`config.mk`:
```
export PLATFORM = sky130hd
export DESIGN_NAME = octave_detect
export DESIGN_NICKNAME = d
export VERILOG_FILES = /design/src/rtl/octave_detect.sv
export SDC_FILE = /design/constraint.sdc
export NUM_CORES = 1
export LEC_CHECK = 0
export CAP_MARGIN = 10
export CORE_MARGIN = 2
export CORE_UTILIZATION = 55
export DETAILED_ROUTE_END_ITERATION = 8
export PLACE_DENSITY = 0.72
export SYNTH_ARGS = -nofsm -noshare
export SYNTH_HDL_FRONTEND = slang
export SYNTH_SLANG_ARGS = --single-unit
export TNS_END_PERCENT = 10
```
`constraint.sdc`:
```
create_clock -name clk -period 7.1 [get_ports clk]
set_input_delay 1.42 -clock clk [delete_from_list [all_inputs] [get_ports clk]]
set_output_delay 1.42 -clock clk [all_outputs]
set_load 0.005 [all_outputs]
```
`src/rtl/octave_detect.sv`:
```
// Octave detector: measures the period of a divided clock (clk/2^(octave+2)) and reports octave + lock.
// Optional macro OCTAVE_DETECT_TIMEOUT_EN: drop back to IDLE with a timeout pulse when the counter saturates.
module octave_detect #(
  parameter int CNT_W       = 10,
  parameter int LOCK_COUNT  = 3,
  parameter int SYNC_STAGES = 2
) (
  input  logic       clk,
  input  logic       reset,
  input  logic       div_in,
  output logic [2:0] octave,
  output logic       locked,
  output logic       sample_vld,
  output logic       err,
  output logic       timeout
);

  localparam int MW = (LOCK_COUNT < 1) ? 1 : $clog2(LOCK_COUNT + 1);
  localparam logic [CNT_W-1:0] CNT_MAX   = '1;
  localparam logic [MW-1:0]    MATCH_MAX = MW'(LOCK_COUNT);

  typedef enum logic [1:0] {IDLE, ACQUIRE, LOCKED} state_t;

  state_t                 state_q, state_d;
  logic [SYNC_STAGES-1:0] sync_q;
  logic                   hist_q;
  logic [CNT_W-1:0]       cnt_q, cnt_d;
  logic [MW-1:0]          match_q, match_d;
  logic [2:0]             last_q, last_d;
  logic [2:0]             octave_q, octave_d;
  logic                   locked_q, locked_d;
  logic                   vld_q, vld_d;
  logic                   err_q, err_d;
  logic                   tmo_q, tmo_d;
  logic                   rise;
  logic                   p_valid;
  logic [2:0]             p_cand;
  logic [MW-1:0]          new_match;

  function automatic logic [CNT_W-1:0] cnt_inc(input logic [CNT_W-1:0] c);
    return (c == CNT_MAX) ? c : c + 1'b1;
  endfunction

  function automatic logic [MW-1:0] match_inc(input logic [MW-1:0] m);
    return (m >= MATCH_MAX) ? MATCH_MAX : m + 1'b1;
  endfunction

  // Returns {valid, log2(p)-2}; valid only for exact powers of two 4..512.
  function automatic logic [3:0] decode_period(input logic [CNT_W-1:0] p);
    logic [3:0] r;
    r = '0;
    for (int i = 0; i < 8; i++)
      if (p == CNT_W'(4 << i)) r = {1'b1, 3'(i)};
    return r;
  endfunction

  always_ff @(posedge clk or posedge reset) begin
    if (reset) begin
      sync_q <= '0;
      hist_q <= 1'b0;
    end else begin
      sync_q <= {sync_q[SYNC_STAGES-2:0], div_in};
      hist_q <= sync_q[SYNC_STAGES-1];
    end
  end

  assign rise                = sync_q[SYNC_STAGES-1] & ~hist_q;
  assign {p_valid, p_cand}   = decode_period(cnt_q);
  assign new_match           = (p_cand == last_q) ? match_inc(match_q) : MW'(1);

  always_comb begin
    state_d  = state_q;
    match_d  = match_q;
    last_d   = last_q;
    octave_d = octave_q;
    locked_d = locked_q;
    vld_d    = 1'b0;
    err_d    = 1'b0;
    tmo_d    = 1'b0;
    cnt_d    = rise ? CNT_W'(1) : cnt_inc(cnt_q);
    case (state_q)
      IDLE: begin
        if (rise) state_d = ACQUIRE;
      end
      ACQUIRE: begin
        if (rise) begin
          vld_d = 1'b1;
          if (!p_valid) begin
            err_d   = 1'b1;
            match_d = '0;
          end else begin
            last_d  = p_cand;
            match_d = new_match;
            if (new_match == MATCH_MAX) begin
              octave_d = p_cand;
              locked_d = 1'b1;
              state_d  = LOCKED;
            end
          end
        end
`ifdef OCTAVE_DETECT_TIMEOUT_EN
        else if (cnt_q == CNT_MAX) begin
          tmo_d    = 1'b1;
          locked_d = 1'b0;
          match_d  = '0;
          state_d  = IDLE;
        end
`endif
      end
      LOCKED: begin
        if (rise) begin
          vld_d = 1'b1;
          if (!p_valid) begin
            err_d    = 1'b1;
            locked_d = 1'b0;
            match_d  = '0;
            state_d  = ACQUIRE;
          end else if (p_cand != octave_q) begin
            locked_d = 1'b0;
            last_d   = p_cand;
            match_d  = MW'(1);
            state_d  = ACQUIRE;
          end
        end
`ifdef OCTAVE_DETECT_TIMEOUT_EN
        else if (cnt_q == CNT_MAX) begin
          tmo_d    = 1'b1;
          locked_d = 1'b0;
          match_d  = '0;
          state_d  = IDLE;
        end
`endif
      end
      default: state_d = IDLE;
    endcase
  end

  always_ff @(posedge clk or posedge reset) begin
    if (reset) begin
      state_q  <= IDLE;
      cnt_q    <= '0;
      match_q  <= '0;
      last_q   <= '0;
      octave_q <= '0;
      locked_q <= 1'b0;
      vld_q    <= 1'b0;
      err_q    <= 1'b0;
      tmo_q    <= 1'b0;
    end else begin
      state_q  <= state_d;
      cnt_q    <= cnt_d;
      match_q  <= match_d;
      last_q   <= last_d;
      octave_q <= octave_d;
      locked_q <= locked_d;
      vld_q    <= vld_d;
      err_q    <= err_d;
      tmo_q    <= tmo_d;
    end
  end

  assign octave     = octave_q;
  assign locked     = locked_q;
  assign sample_vld = vld_q;
  assign err        = err_q;
  assign timeout    = tmo_q;

endmodule

```
==> metrics.cfg <==
[run_status]
run_status=finished, final reports clean

[cells_and_area]
final_cell_area_um2=1921
area_growth_pct=7.043
final_cell_mix=26 x dfrtp_1, 21 x nor2_1, 12 x nand2_1
nNetsFinal=209
layout-drive-gt1-share_pct=10.55
commonest_non_fill_non_tap_cell_in_the_layout=dfrtp_1
num_antenna_cells=0
final_standard_cell_utilization_of_the_core_pct=62.40

[sta]
tightest_slew_ns=0.9797
period_share_pct=40.31
report.final.setup_viol=0
grt_setup_unrepaired=false
layout_min_cycle_time_ns=2.862
hold_viol_final=0
final.setup.tns_ns=0
timing.clock.skew_ns=0.005032
max_slew_margin_pct=34.61
max_freq_mhz=349.4
final_max_slew_viol_count=0

[drt]
avgViaCountPerCell=5.897
drt_pre_antenna_iters=4
drcViolationCount=0
wl_met3_um=141
num_vias=1433
detail-route-antenna-nets=0
wl_met1_mm=1.597
routedWlPerCell_um=14.46
highest_layer=met4
drt-total-wl_mm=3.513
met2WireLength_mm=1.695
drt_iter0_markers=64

[worst_setup_path]
regToRegStartpoint=cnt_q[0]
cp.buffers_inverters=1
required_ns=7.32
critPathMostFrequentCell=o211ai_1
timing.reg2reg.setup_slack_ns=4.24
worstPathMaxFanout=7
timing.critical_path.cells=inv_1 > ha_1 > nor3b_2 > and4_1 > o211ai_1 > o211ai_1 > nand2_1 > nor4_4 > mux2_2
setup.worst_path.start_class=register
critical_path.top_delay_family=simple AND/OR/NAND/NOR gates
setup.worst_path.class=reg2reg
timing.critical_path.to_type=register
max_stage_delay_ns=0.43
cpMaxStageDelayCell=dfrtp_1
worst_r2r_endpoint=octave[2]
crit_arrival_ns=3.09
r2r.worst_path.cells=9

[logic_synthesis]
ys.warnings.count=0
ys.flop_type=dfrtp_1
synthDominantAreaCellType=dfrtp_1
ys_types=47
post_synth_inst_count=200
post_synth_edffs=0
post-synth-top-area-fraction_pct=36.26
synth.avg_cell_area_um2=8.971
synth_area_leaders=dfrtp_1 36%, mux2_2 5.0%, nor2_1 4.4%, xor2_1 4.4%, ha_1 4.2%
yosysSeqAreaShare_pct=36.26
syn-cell-area_um2=1794
ys_async_sr_fraction_pct=100.0
synth_fp_nets=209
yosys_reg_bits=26

[die]
fp.dieW_um=61.12
floorplan.initialDensity_pct=58.29
io_pins=10
die-height_um=61.12
core_region_um2=3078
design.die.area_um2=3735
core.rowCount=20

[place]
dpl-instance-area_um2=1868
gp_congestion=0.8722
detailedPlacementHpwl_mm=2.597
number_of_buffers_inserted_by_port_buffering=8

[power_and_ir_drop]
static-leakage-power_nw=0.8432
netSwitchingPower_uw=159.3
worst_vdd_drop_uv=145.7
intPower_uw=294.3
sequential_cell_fraction_of_total_power_pct=44.0
report.power.total_uw=453.6
power_frac_clock_pct=22.4
power_per_cell_area_nw_per_um2=236.2
comb_power_share_pct=33.6
switching_share_pct=35.12

[clocking]
postCtsSetupBuffers=0
cts_num_sinks=26
h-tree-depth=1
cts.hold.buffers_added=0
tritoncts_clock_tree=done
numCtsBuffers=3
worstSkewPairLatency_ns=0.32
clkSlewWorstSetupHoldPaths_ns=0.15
resize_count_post_cts=0
clock_tree.root_cell=clkbuf_4
cts_buffer_depth=2

[global_route]
globalRoute.totalOverflow=0
grt_antenna_before_repair=0
grt_usage_pct=21.58
grt_start_max_net_pins=27
grt_pass1_wl_mm=6.030
grt_pass1_vias=1324

[min_path]
timing.hold.worst_endpoint=sync_q[1]
worst_hold_startpoint=sync_q[0]
worst_hold_path_type=reg2reg
hold-path-cell-count=0

[job]
drv.max_cap_violation_count=0

flip-flops by register name, summed over array words and instances, names as in the netlist:
signal,flops
cnt_q,10
last_q,3
octave,3
match_q,2
state_q,2
sync_q,2
err,1
hist_q,1
locked,1
sample_vld,1
power by group through the flow:
stage / Clock [mW] / Combinational [mW] / Sequential [mW]
after global routing: 0.110 / 0.171 / 0.204
after detailed placement: 0 / 0.151 / 0.202
after floorplan: 0 / 0.141 / 0.183
final: 0.102 / 0.152 / 0.200
after CTS: 0.105 / 0.152 / 0.199
after global placement: 0 / 0.147 / 0.202
worst max-delay path by stage:
| stage | to | start | slack, ns | cells past startpoint |
|---|---|---|---|---|
| after global routing | octave[2] | cnt_q[0] | 4.00 | 9 |
| after global placement | octave[2] | cnt_q[0] | 4.28 | 9 |
| after floorplan | octave[0] | cnt_q[0] | 4.69 | 9 |
| after detailed placement | octave[2] | cnt_q[0] | 4.24 | 9 |
| final | octave[2] | cnt_q[0] | 4.24 | 9 |
| after CTS | octave[0] | cnt_q[0] | 4.22 | 9 |
synth_stat cells, types with 2 or more instances:
| master | count |
|---|---|
| nor2b_1 | 6 |
| nor4_4 | 2 |
| nand2_1 | 12 |
| nor3_1 | 5 |
| mux2_2 | 8 |
| ha_1 | 6 |
| nand2b_1 | 5 |
| nand4_1 | 7 |
| o21ai_0 | 9 |
| buf_4 | 2 |
| or3_1 | 4 |
| o211ai_1 | 4 |
| a31oi_1 | 3 |
| o21a_1 | 2 |
| nand3_1 | 7 |
| dfrtp_1 | 26 |
| clkbuf_1 | 5 |
| buf_2 | 7 |
| xor2_1 | 9 |
| mux2i_1 | 3 |
| and2_1 | 3 |
| a21oi_1 | 5 |
| xnor2_1 | 5 |
| and3_1 | 4 |
| nor2_1 | 21 |
| nor4_1 | 2 |
| inv_1 | 8 |
worst reg2reg max path, cell delays in order (launching register included):
cell	delay, ns
dfrtp_1	0.43
inv_1	0.12
ha_1	0.23
nor3b_2	0.41
and4_1	0.24
o211ai_1	0.11
o211ai_1	0.31
nand2_1	0.18
nor4_4	0.38
mux2_2	0.38
through the flow:
step | setup slack [ns] | std cells | hold slack [ns]
6_report | 4.238 | 243 | 0.3823
5_1_grt | 3.998 | 243 | 0.3912
4_1_cts | 4.218 | 243 | 0.3890
3_5_place_dp | 4.243 | 239 | 0.3558
3_3_place_gp | 4.275 | 239 | 0.3424
2_1_floorplan | 4.686 | 200 | 0.3312
logic make-up (layout without fill, tap and decap cells):
family / Yosys count / after routing / synth area share [%]
flip-flops: 26 / 26 / 36.26
AO/OA/AOI/OAI: 33 / 33 / 12.34
multiplexers: 11 / 11 / 6.695
AND/OR/NAND/NOR: 87 / 87 / 27.96
other: 1 / 1 / 0.2090
XOR/XNOR: 14 / 14 / 6.834
adder cells (fa/ha/maj): 6 / 6 / 4.184
buffers and inverters: 22 / 21 / 5.509
final cells by class:
cell class / instances / area, um^2
fillers: 272 / 1157
multi-input cells: 152 / 1045
flip-flops and latches: 26 / 650.6
repair buffers: 9 / 87.58
well taps: 44 / 55.05
clock inverters: 1 / 30.03
inverters: 8 / 30.03
clock buffers: 3 / 22.52
layer usage:
metal	up-vias	global-route usage [%]
li1	702	-
met1	685	28.23
met2	37	35.56
met3	9	2.941
met4	0	9.627
met5	-	0
(Power assumes the default switching activity.)
